<file path="src/rtl/mips_mc_core_if.sv">
// Memory port bundle for mips_mc_core: the core issues fetch/load/store
// requests, the memory answers with read data and a completion ack.
interface mips_mc_core_if #(
  parameter int ADDR_W = 32
) ();
  logic              mem_req;
  logic              mem_we;
  logic [ADDR_W-1:0] mem_addr;
  logic [31:0]       mem_wdata;
  logic [31:0]       mem_rdata;
  logic              mem_ack;

  modport master (
    output mem_req, mem_we, mem_addr, mem_wdata,
    input  mem_rdata, mem_ack
  );

  modport slave (
    input  mem_req, mem_we, mem_addr, mem_wdata,
    output mem_rdata, mem_ack
  );
endinterface

</file>
<file path="src/rtl/mips_mc_core.sv">
// Multi-cycle MIPS subset core (addu/subu/ori/lui/lw/sw/beq/j/jal/jr) with a
// single shared memory port; one of IF/ID/EX/MEM/WB is active per cycle.
module mips_mc_core #(
  parameter logic [31:0] RESET_PC = 32'h0000_3000,
  parameter int          ADDR_W   = 32
) (
  input  logic           clk,
  input  logic           reset,
  mips_mc_core_if.master mem,
  output logic           wb_en,
  output logic [31:0]    wb_pc,
  output logic [4:0]     wb_reg,
  output logic [31:0]    wb_data,
  output logic           illegal
);

  typedef enum logic [2:0] {S_IF, S_ID, S_EX, S_MEM, S_WB} state_t;

  localparam logic [5:0] OP_RTYPE = 6'h00;
  localparam logic [5:0] OP_J     = 6'h02;
  localparam logic [5:0] OP_JAL   = 6'h03;
  localparam logic [5:0] OP_BEQ   = 6'h04;
  localparam logic [5:0] OP_ORI   = 6'h0D;
  localparam logic [5:0] OP_LUI   = 6'h0F;
  localparam logic [5:0] OP_LW    = 6'h23;
  localparam logic [5:0] OP_SW    = 6'h2B;
  localparam logic [5:0] FN_JR    = 6'h08;
  localparam logic [5:0] FN_ADDU  = 6'h21;
  localparam logic [5:0] FN_SUBU  = 6'h23;

  state_t      state_q, state_d;
  logic [31:0] pc_q, pc_d;
  logic [31:0] ir_q, ir_d;
  logic [31:0] a_q, a_d;
  logic [31:0] b_q, b_d;
  logic [31:0] imm_q, imm_d;
  logic [31:0] alu_q, alu_d;
  logic [31:0] mdr_q, mdr_d;
  logic [31:0] grf_q [32];
  logic [31:0] grf_d [32];

  logic [5:0]  opcode, funct;
  logic [4:0]  rs, rt, rd;
  logic [15:0] imm16;
  logic [25:0] imm26;
  logic        is_addu, is_subu, is_jr, is_ori, is_lui, is_lw, is_sw, is_beq, is_j, is_jal;
  logic        is_legal;
  logic [31:0] pc_plus4, alu_res, pc_ctl, wb_value;
  logic [4:0]  wb_dest;
  logic        req_c;
  logic [31:0] addr_full;
  logic        unused_bits;

  assign opcode = ir_q[31:26];
  assign rs     = ir_q[25:21];
  assign rt     = ir_q[20:16];
  assign rd     = ir_q[15:11];
  assign funct  = ir_q[5:0];
  assign imm16  = ir_q[15:0];
  assign imm26  = ir_q[25:0];

  assign is_addu  = (opcode == OP_RTYPE) && (funct == FN_ADDU);
  assign is_subu  = (opcode == OP_RTYPE) && (funct == FN_SUBU);
  assign is_jr    = (opcode == OP_RTYPE) && (funct == FN_JR);
  assign is_ori   = (opcode == OP_ORI);
  assign is_lui   = (opcode == OP_LUI);
  assign is_lw    = (opcode == OP_LW);
  assign is_sw    = (opcode == OP_SW);
  assign is_beq   = (opcode == OP_BEQ);
  assign is_j     = (opcode == OP_J);
  assign is_jal   = (opcode == OP_JAL);
  assign is_legal = is_addu | is_subu | is_jr | is_ori | is_lui | is_lw | is_sw |
                    is_beq | is_j | is_jal;

  assign pc_plus4    = pc_q + 32'd4;
  assign wb_dest     = (is_addu | is_subu) ? rd : rt;
  assign wb_value    = is_lw ? mdr_q : alu_q;
  assign unused_bits = ^{ir_q[10:6], addr_full[1:0]};

  always_comb begin
    alu_res = a_q + imm_q;
    if (is_addu)     alu_res = a_q + b_q;
    else if (is_subu) alu_res = a_q - b_q;
    else if (is_ori)  alu_res = a_q | imm_q;
    else if (is_lui)  alu_res = {imm16, 16'h0000};
  end

  // Control-transfer target; anything that is not a branch/jump falls through.
  always_comb begin
    pc_ctl = pc_plus4;
    if (is_beq && (a_q == b_q)) pc_ctl = pc_plus4 + {imm_q[29:0], 2'b00};
    else if (is_j || is_jal)    pc_ctl = {pc_plus4[31:28], imm26, 2'b00};
    else if (is_jr)             pc_ctl = a_q;
  end

  always_ff @(posedge clk or negedge reset) begin
    if (!reset) begin
      state_q <= S_IF;
      pc_q    <= RESET_PC;
      ir_q    <= '0;
      a_q     <= '0;
      b_q     <= '0;
      imm_q   <= '0;
      alu_q   <= '0;
      mdr_q   <= '0;
      for (int i = 0; i < 32; i++) grf_q[i] <= '0;
    end else begin
      state_q <= state_d;
      pc_q    <= pc_d;
      ir_q    <= ir_d;
      a_q     <= a_d;
      b_q     <= b_d;
      imm_q   <= imm_d;
      alu_q   <= alu_d;
      mdr_q   <= mdr_d;
      grf_q   <= grf_d;
    end
  end

  always_comb begin
    state_d = state_q;
    pc_d    = pc_q;
    ir_d    = ir_q;
    a_d     = a_q;
    b_d     = b_q;
    imm_d   = imm_q;
    alu_d   = alu_q;
    mdr_d   = mdr_q;
    grf_d   = grf_q;
    case (state_q)
      S_IF: begin
        if (mem.mem_ack) begin
          ir_d    = mem.mem_rdata;
          state_d = S_ID;
        end
      end
      S_ID: begin
        a_d     = grf_q[rs];
        b_d     = grf_q[rt];
        imm_d   = is_ori ? {16'h0000, imm16} : {{16{imm16[15]}}, imm16};
        state_d = S_EX;
      end
      S_EX: begin
        if (is_addu || is_subu || is_ori || is_lui) begin
          alu_d   = alu_res;
          state_d = S_WB;
        end else if (is_lw || is_sw) begin
          alu_d   = alu_res;
          state_d = S_MEM;
        end else begin
          // Branches, jumps and undecodable words all retire here.
          pc_d    = pc_ctl;
          state_d = S_IF;
          if (is_jal) grf_d[31] = pc_plus4;
        end
      end
      S_MEM: begin
        if (mem.mem_ack) begin
          if (is_sw) begin
            pc_d    = pc_plus4;
            state_d = S_IF;
          end else begin
            mdr_d   = mem.mem_rdata;
            state_d = S_WB;
          end
        end
      end
      S_WB: begin
        grf_d[wb_dest] = wb_value;
        pc_d           = pc_plus4;
        state_d        = S_IF;
      end
      default: state_d = S_IF;
    endcase
    grf_d[0] = '0;
  end

  always_comb begin
    req_c         = 1'b0;
    addr_full     = '0;
    mem.mem_we    = 1'b0;
    mem.mem_wdata = '0;
    wb_en         = 1'b0;
    wb_pc         = pc_q;
    wb_reg        = '0;
    wb_data       = '0;
    illegal       = 1'b0;
    case (state_q)
      S_IF: begin
        req_c     = 1'b1;
        addr_full = pc_q;
      end
      S_ID: illegal = ~is_legal;
      S_EX: begin
        if (is_jal) begin
          wb_en   = 1'b1;
          wb_reg  = 5'd31;
          wb_data = pc_plus4;
        end
      end
      S_MEM: begin
        req_c         = 1'b1;
        addr_full     = alu_q;
        mem.mem_we    = is_sw;
        mem.mem_wdata = is_sw ? b_q : 32'h0;
      end
      S_WB: begin
        wb_en   = (wb_dest != 5'd0);
        wb_reg  = wb_dest;
        wb_data = wb_value;
      end
      default: ;
    endcase
    // Gating with the reset pin drops a pending request immediately on assertion.
    mem.mem_req  = req_c & reset;
    mem.mem_addr = {addr_full[ADDR_W-1:2], 2'b00};
  end

endmodule

</file>
<file path="src/flat_wrapper.sv">
// flat-port wrapper written by rule: the top's interface ports become plain ports
module mips_mc_core_flat 
#(
  parameter logic [31:0] RESET_PC = 32'h0000_3000,
  parameter int          ADDR_W   = 32
)
  (clk, reset, wb_en, wb_pc, wb_reg, wb_data, illegal, mem_mem_req, mem_mem_we, mem_mem_addr, mem_mem_wdata, mem_mem_rdata, mem_mem_ack);
  mips_mc_core_if #(.ADDR_W(ADDR_W)) mem_i ();
  input  logic clk;
  input  logic reset;
  output logic wb_en;
  output logic [31:0] wb_pc;
  output logic [4:0] wb_reg;
  output logic [31:0] wb_data;
  output logic illegal;
  output wire logic [$bits(mem_i.mem_req)-1:0] mem_mem_req;
  output wire logic [$bits(mem_i.mem_we)-1:0] mem_mem_we;
  output wire logic [$bits(mem_i.mem_addr)-1:0] mem_mem_addr;
  output wire logic [$bits(mem_i.mem_wdata)-1:0] mem_mem_wdata;
  input wire logic [$bits(mem_i.mem_rdata)-1:0] mem_mem_rdata;
  input wire logic [$bits(mem_i.mem_ack)-1:0] mem_mem_ack;
  assign mem_mem_req = mem_i.mem_req;
  assign mem_mem_we = mem_i.mem_we;
  assign mem_mem_addr = mem_i.mem_addr;
  assign mem_mem_wdata = mem_i.mem_wdata;
  assign mem_i.mem_rdata = mem_mem_rdata;
  assign mem_i.mem_ack = mem_mem_ack;
  mips_mc_core #(.RESET_PC(RESET_PC), .ADDR_W(ADDR_W)) u_core (.clk(clk), .reset(reset), .mem(mem_i), .wb_en(wb_en), .wb_pc(wb_pc), .wb_reg(wb_reg), .wb_data(wb_data), .illegal(illegal));
endmodule
</file>
<file path="config.mk">
export PLATFORM = sky130hd
export DESIGN_NAME = mips_mc_core_flat
export DESIGN_NICKNAME = d
export VERILOG_FILES = /design/src/rtl/mips_mc_core_if.sv /design/src/rtl/mips_mc_core.sv /design/src/flat_wrapper.sv
export SDC_FILE = /design/constraint.sdc
export NUM_CORES = 2
export LEC_CHECK = 0
export ABC_AREA = 1
export CORE_MARGIN = 1.5
export CORE_UTILIZATION = 45
export DETAILED_ROUTE_END_ITERATION = 10
export PLACE_DENSITY = 0.65
export SKIP_LAST_GASP = 1
export SLEW_MARGIN = 15
export SYNTH_ARGS = -nofsm -noshare
export SYNTH_HDL_FRONTEND = slang
export SYNTH_SLANG_ARGS = --single-unit
</file>
<file path="constraint.sdc">
create_clock -name clk -period 8.52 [get_ports clk]
set_input_delay 0.852 -clock clk [delete_from_list [all_inputs] [get_ports clk]]
set_output_delay 0.852 -clock clk [all_outputs]
set_load 0.005 [all_outputs]
</file>
### After elaboration in Yosys (flattened, before gate mapping)

Index checks and enable logic that the tools add are counted.

* input port bits: 35
* output and inout bits: 137
* word-level logic and storage cells: 156
* bits in registers: 1219

* bitwise gates (word level): 16
* reductions and logical operators: 23
* order comparisons: 4
* add/sub/neg operators: 5
* equal/unequal tests: 21
* muxes and demuxes: 48

Operator list (count)
* 1024-bit bitwise mux: 1
* 32-bit two-way mux: 26
* 32-bit binary-select mux with 5-bit select: 2
* 32-bit one-hot mux with 2 select lines: 3
* 32-bit demux with 5-bit select: 1
* 32-bit adder: 3
* 32-bit one-hot mux with 3 select lines: 1
* 32-bit by 3-bit adder with 32-bit output, second input constant: 1
* 32-bit equality test: 1
* 32-bit bitwise OR: 1
* 32-bit subtractor: 1
* 6-bit equality test, second input constant: 4
* 6-bit by 4-bit equality test with 1-bit output, second input constant: 3
* 6-bit greater-or-equal comparator, second input constant: 3
* 5-bit inverter with 6-bit output: 3
* 6-bit by 2-bit equality test with 1-bit output, second input constant: 2
* 3-bit two-way mux: 4
* 3-bit one-hot mux with 4 select lines: 1
* 5-bit two-way mux: 2
* 5-bit one-hot mux with 2 select lines: 1
* 1-bit bitwise OR: 9
* 2-bit != test, second input constant: 4
* 3-bit by 2-bit equality test with 1-bit output, second input constant: 2
* 6-bit by 3-bit equality test with 1-bit output, second input constant: 1
* other kinds (21): 37

### Logic depth before layout (Yosys ltp)

* depth after elaboration: 13
* mapped depth: 23

### Worst setup path before layout

Ideal clock, no wire load.

* path type: register -> register
* from: reg, netlist name u_core.imm_q[30]
* to: reg u_core.alu_q[27]
* data arrival time: 2.888 ns
* required time: 8.403 ns
* cell stages (with the launch flop): 18
* library setup time: 0.117 ns
* buffers on the path: 0
* clock period less this slack: 3.005 ns
* path slack: 5.515 ns
* path through: dfrtp_1 inv_1 ha_1 nand2_1 nor2_1 inv_1 nor3_1 nand2_1 nand2_1 nand2_1 nand3_1 nand2_1 nand2_1 nand2_1 nand2_1 nand2_1 nand2_1 nand2_1

RTL lines
* end signal, assigned: RTL line mips_mc_core.sv:114 `alu_q <= alu_d;`
* end, declared: RTL line mips_mc_core.sv:37 `logic [31:0] alu_q, alu_d;`

### Worst setup path in the final report

* from: reg u_core.ir_q[28]
* to: out illegal

* longest elaborated chain between the ends: 13
* elaborated cells between the ends (all ways): 22
* classes of those cells: eq/ne: 7; mux: 1; bitwise: 10; reduce/logical: 4

RTL lines
* start, declared: RTL line mips_mc_core.sv:33 `logic [31:0] ir_q, ir_d;`
* start signal, assigned: RTL line mips_mc_core.sv:110 `ir_q <= ir_d;`
* 6-bit logical NOT: RTL line mips_mc_core.sv:62, mips_mc_core.sv:63, mips_mc_core.sv:64
* 1-bit logical AND (on tied branches): RTL line mips_mc_core.sv:62, mips_mc_core.sv:63
* 1-bit bitwise OR (7 in series): RTL line mips_mc_core.sv:72 `assign is_legal = is_addu | is_subu | is_jr | is_ori | is_lui | is_lw | is_sw |`
* 1-bit bitwise OR: RTL line mips_mc_core.sv:73 `is_beq | is_j | is_jal;`
* 1-bit bitwise OR *: RTL line mips_mc_core.sv:73
* 1-bit inverter *: RTL line mips_mc_core.sv:193 `S_ID: illegal = ~is_legal;`
* 1-bit two-way mux *: RTL line mips_mc_core.sv:188 `case (state_q)`
* end, declared: RTL line flat_wrapper.sv:15 `output logic illegal;`

Every way passes the cells marked *; elsewhere a longest branch is shown, timed or not.

==> impl_metrics.json <==
{
  "cts_setup_buffers": 0,
  "synth.area.top_cells": "dfrtp_1 41%, o21ai_0 14%, nand2_1 9.2%",
  "place.gp.congestion": 1.04,
  "grt_usage": 0.394,
  "cap_violations": 0,
  "max_freq_mhz": 187,
  "worst_pin_slew_ps": 1270,
  "die_w_microns": 407,
  "setup_viol_count_final": 0,
  "clkTransAtPathRegs_ps": 60,
  "min_period_ps": 5350,
  "r2r_start": "u_core.ir_q[30]",
  "dr.pass1.iters": 6,
  "io_buffers": 169,
  "cpMaxStageDelayCell": "inv_1",
  "pre_cts_ws_ps": 4080,
  "crit_top_cell": "nand2_1",
  "cts-htree-levels": 4,
  "start_util": 0.452,
  "core_area_sq_mm": 0.163,
  "antenna_found_initial": 15,
  "syn_avg_cell_area_sq_um": 7.02,
  "cts.sink_count": 1204,
  "clk_latency_ps": 820,
  "max_slew_margin": 0.148,
  "hpwl_microns": 217000,
  "synth_top_area_share": 0.409,
  "n_fill_cell": 16323,
  "worst_setup_path_start_kind": "flip-flop",
  "fin_crit_sh": 0.628,
  "hold_path_class": "reg2reg",
  "crit_family": "buffers and inverters",
  "critPathLaunch": "u_core.ir_q[28]",
  "finish.utilization": 0.500,
  "synth_area_sq_mm": 0.0735,
  "peakVddDrop_uv": 356,
  "syn_to_final_growth_pct": 10.5,
  "yosysSeqAreaShare": 0.410,
  "syn-instance-count": 10468,
  "drv_slew": 0,
  "synth-async-reset-ratio": 1.00,
  "cp_cell_sequence": "nand2_1 > nor2_1 > nand3_1 > buf_4 > nand2_1 > inv_1 > nand4_1 > nor4_1 > clkdlybuf4s50_1",
  "status": "complete, no violations",
  "grt_pass1_wl_microns": 490000,
  "critPathBufInv": 3,
  "fin_skew_ps": 34.5,
  "grt_pass1_vias": 71481,
  "drcViolationCount": 0,
  "finalSetupTns_ps": 0,
  "drtIter0Drc": 11329,
  "cts_root_buffer": "clkbuf_16",
  "rsz0062_at_grt": "false",
  "cts_buffer_depth": 3,
  "crit_required_ps": 7670,
  "routedWlPerCell_microns": 27.2,
  "num_rows": 148,
  "synth_edf_count": 0,
  "cts_buffers": 143,
  "hold_viol_final": 0,
  "yosysMostFrequentCell": "o21ai_0",
  "slowest_delay_ps": 700,
  "drt-vias-per-instance": 6.22,
  "yosysWarnings": 0,
  "cellPowerDensity_mw_per_mm2": 397,
  "grt_max_degree": 208,
  "yosys_register_bits": 1204,
  "grt_overflow": 0,
  "drive_above_1_share": 0.0505,
  "cts_tree": "yes",
  "yosysUniqueCellTypes": 47,
  "yosysTopAreaCell": "dfrtp_1",
  "die-area_sq_mm": 0.166,
  "layout_setup_ws_ps": 3170,
  "criticalPathCategory": "reg2out",
  "synth_common_cells": "2082 x o21ai_0, 1794 x nand2_1, 1273 x a21oi_1, 1202 x dfrtp_1, 1054 x nand3_1",
  "routed_wl_microns": 337000,
  "nNetsFinal": 10317,
  "design.portCount": 172,
  "die_h_microns": 407,
  "critPathArrivalTime_ps": 4490,
  "worstSetupEndpointType": "output port",
  "power_leakage_nw": 35.1,
  "crit_path_max_fanout": 30,
  "ant_nets": 0,
  "synth_ff_type": "dfrtp_1",
  "vias": 77095,
  "hp-start": "u_core.grf_q[465]"
}
## path summary, 6_finish.rpt
check | to | cells after the start | slack, ps
worst max-delay path | illegal | 9 | 3170
worst min-delay path | u_core.grf_q[465] | 2 | 480
worst max register to register | u_core.alu_q[15] | 12 | 4160
worst min register to register | u_core.grf_q[465] | 2 | 480
max in group asynchronous | u_core.grf_q[650] | 4 | 5740
min in group asynchronous | u_core.grf_q[892] | 2 | 540
## per-stage QoR
stage | hold WS [ps] | power (W) | cells | instance area [sq um]
floorplan | 448 | 0.0181 | 10469 | 73500
global placement | 466 | 0.0252 | 12145 | 76500
detailed placement | 472 | 0.0252 | 12145 | 76500
CTS | 487 | 0.0316 | 12398 | 81200
global route | 498 | 0.0338 | 12398 | 81200
finish | 483 | 0.0323 | 12404 | 81300
## cell families (layout without fill, tap and decap cells)
logic type / Yosys count / after routing / share of synthesized area
compound gates: 3677 / 3677 / 0.258
xor+xnor: 48 / 48 / 0.00572
fa+ha+maj: 166 / 166 / 0.0287
buf+inv: 1809 / 1563 / 0.0931
flops: 1204 / 1204 / 0.410
other cells: 1 / 8 / 0.0000510
simple gates: 3563 / 3563 / 0.204
## power by group
group | leakage, nW | internal (W) | switching (W)
sequential | 16.4 | 0.00672 | 0.00140
combinational | 16.4 | 0.00480 | 0.0130
clock | 2.32 | 0.00362 | 0.00268
## final cells by class
type / instances / area (sq um) / share of cell area
clock inverters: 46 / 524 / 0.00645
flip-flops and latches: 1204 / 30200 / 0.371
multi-input cells: 7456 / 36900 / 0.454
inverters: 989 / 3760 / 0.0463
diodes: 6 / 15.0 / 0.000185
clock buffers: 206 / 4200 / 0.0517
well taps: 2175 / 2720 / 0.0335
repair buffers: 322 / 3000 / 0.0370
## state kept, by name, indices dropped and copies added, names as in the netlist
register	flops
u_core.state_q	3
u_core.b_q	32
u_core.a_q	32
u_core.mdr_q	32
u_core.imm_q	17
u_core.wb_pc	32
u_core.alu_q	32
u_core.ir_q	32
u_core.grf_q	992
## layer usage
metal  vias to the layer above  global-route usage  wire, microns
met5                         -                   0            115
met4                        16               0.226          21800
met3                      1007              0.0902          38100
met2                      4939               0.570         141000
met1                     36666               0.539         137000
li1                      34467                   -              -
## timing repair
item / CTS / global route
hold buffers: 1 / 0
hold endpoints to repair: 48 / 0
gates resized for setup: 0 / 0
## placed cells by master, fill, tap and decap left out, types with 13 or more instances in the layout
cell type and instances:
clkbuf_8 32, nand3_1 1053, buf_4 140, o221ai_1 16, a22oi_1 22, o21bai_1 20
nor2_1 571, a21oi_1 1272, clkbuf_1 28, nand2_2 28, o21ai_2 28, nand4_1 32
clkinv_2 22, inv_1 962, xor2_1 42, o21ai_0 2049, nor3_1 49, o211ai_1 86
or2_2 23, clkdlybuf4s50_1 168, dfrtp_1 1191, o22ai_1 56, o21ai_1 73, clkbuf_16 146
ha_1 162, buf_12 13, nand2_1 1767
## tightest hold or removal path: cells and delay by family (launching register included)
family	cells	cell delay, ps
AND/OR/NAND/NOR	1	50
AO/OA/AOI/OAI	1	60
flip-flops	1	340
No activity file was read; power rests on OpenSTA's default activity.
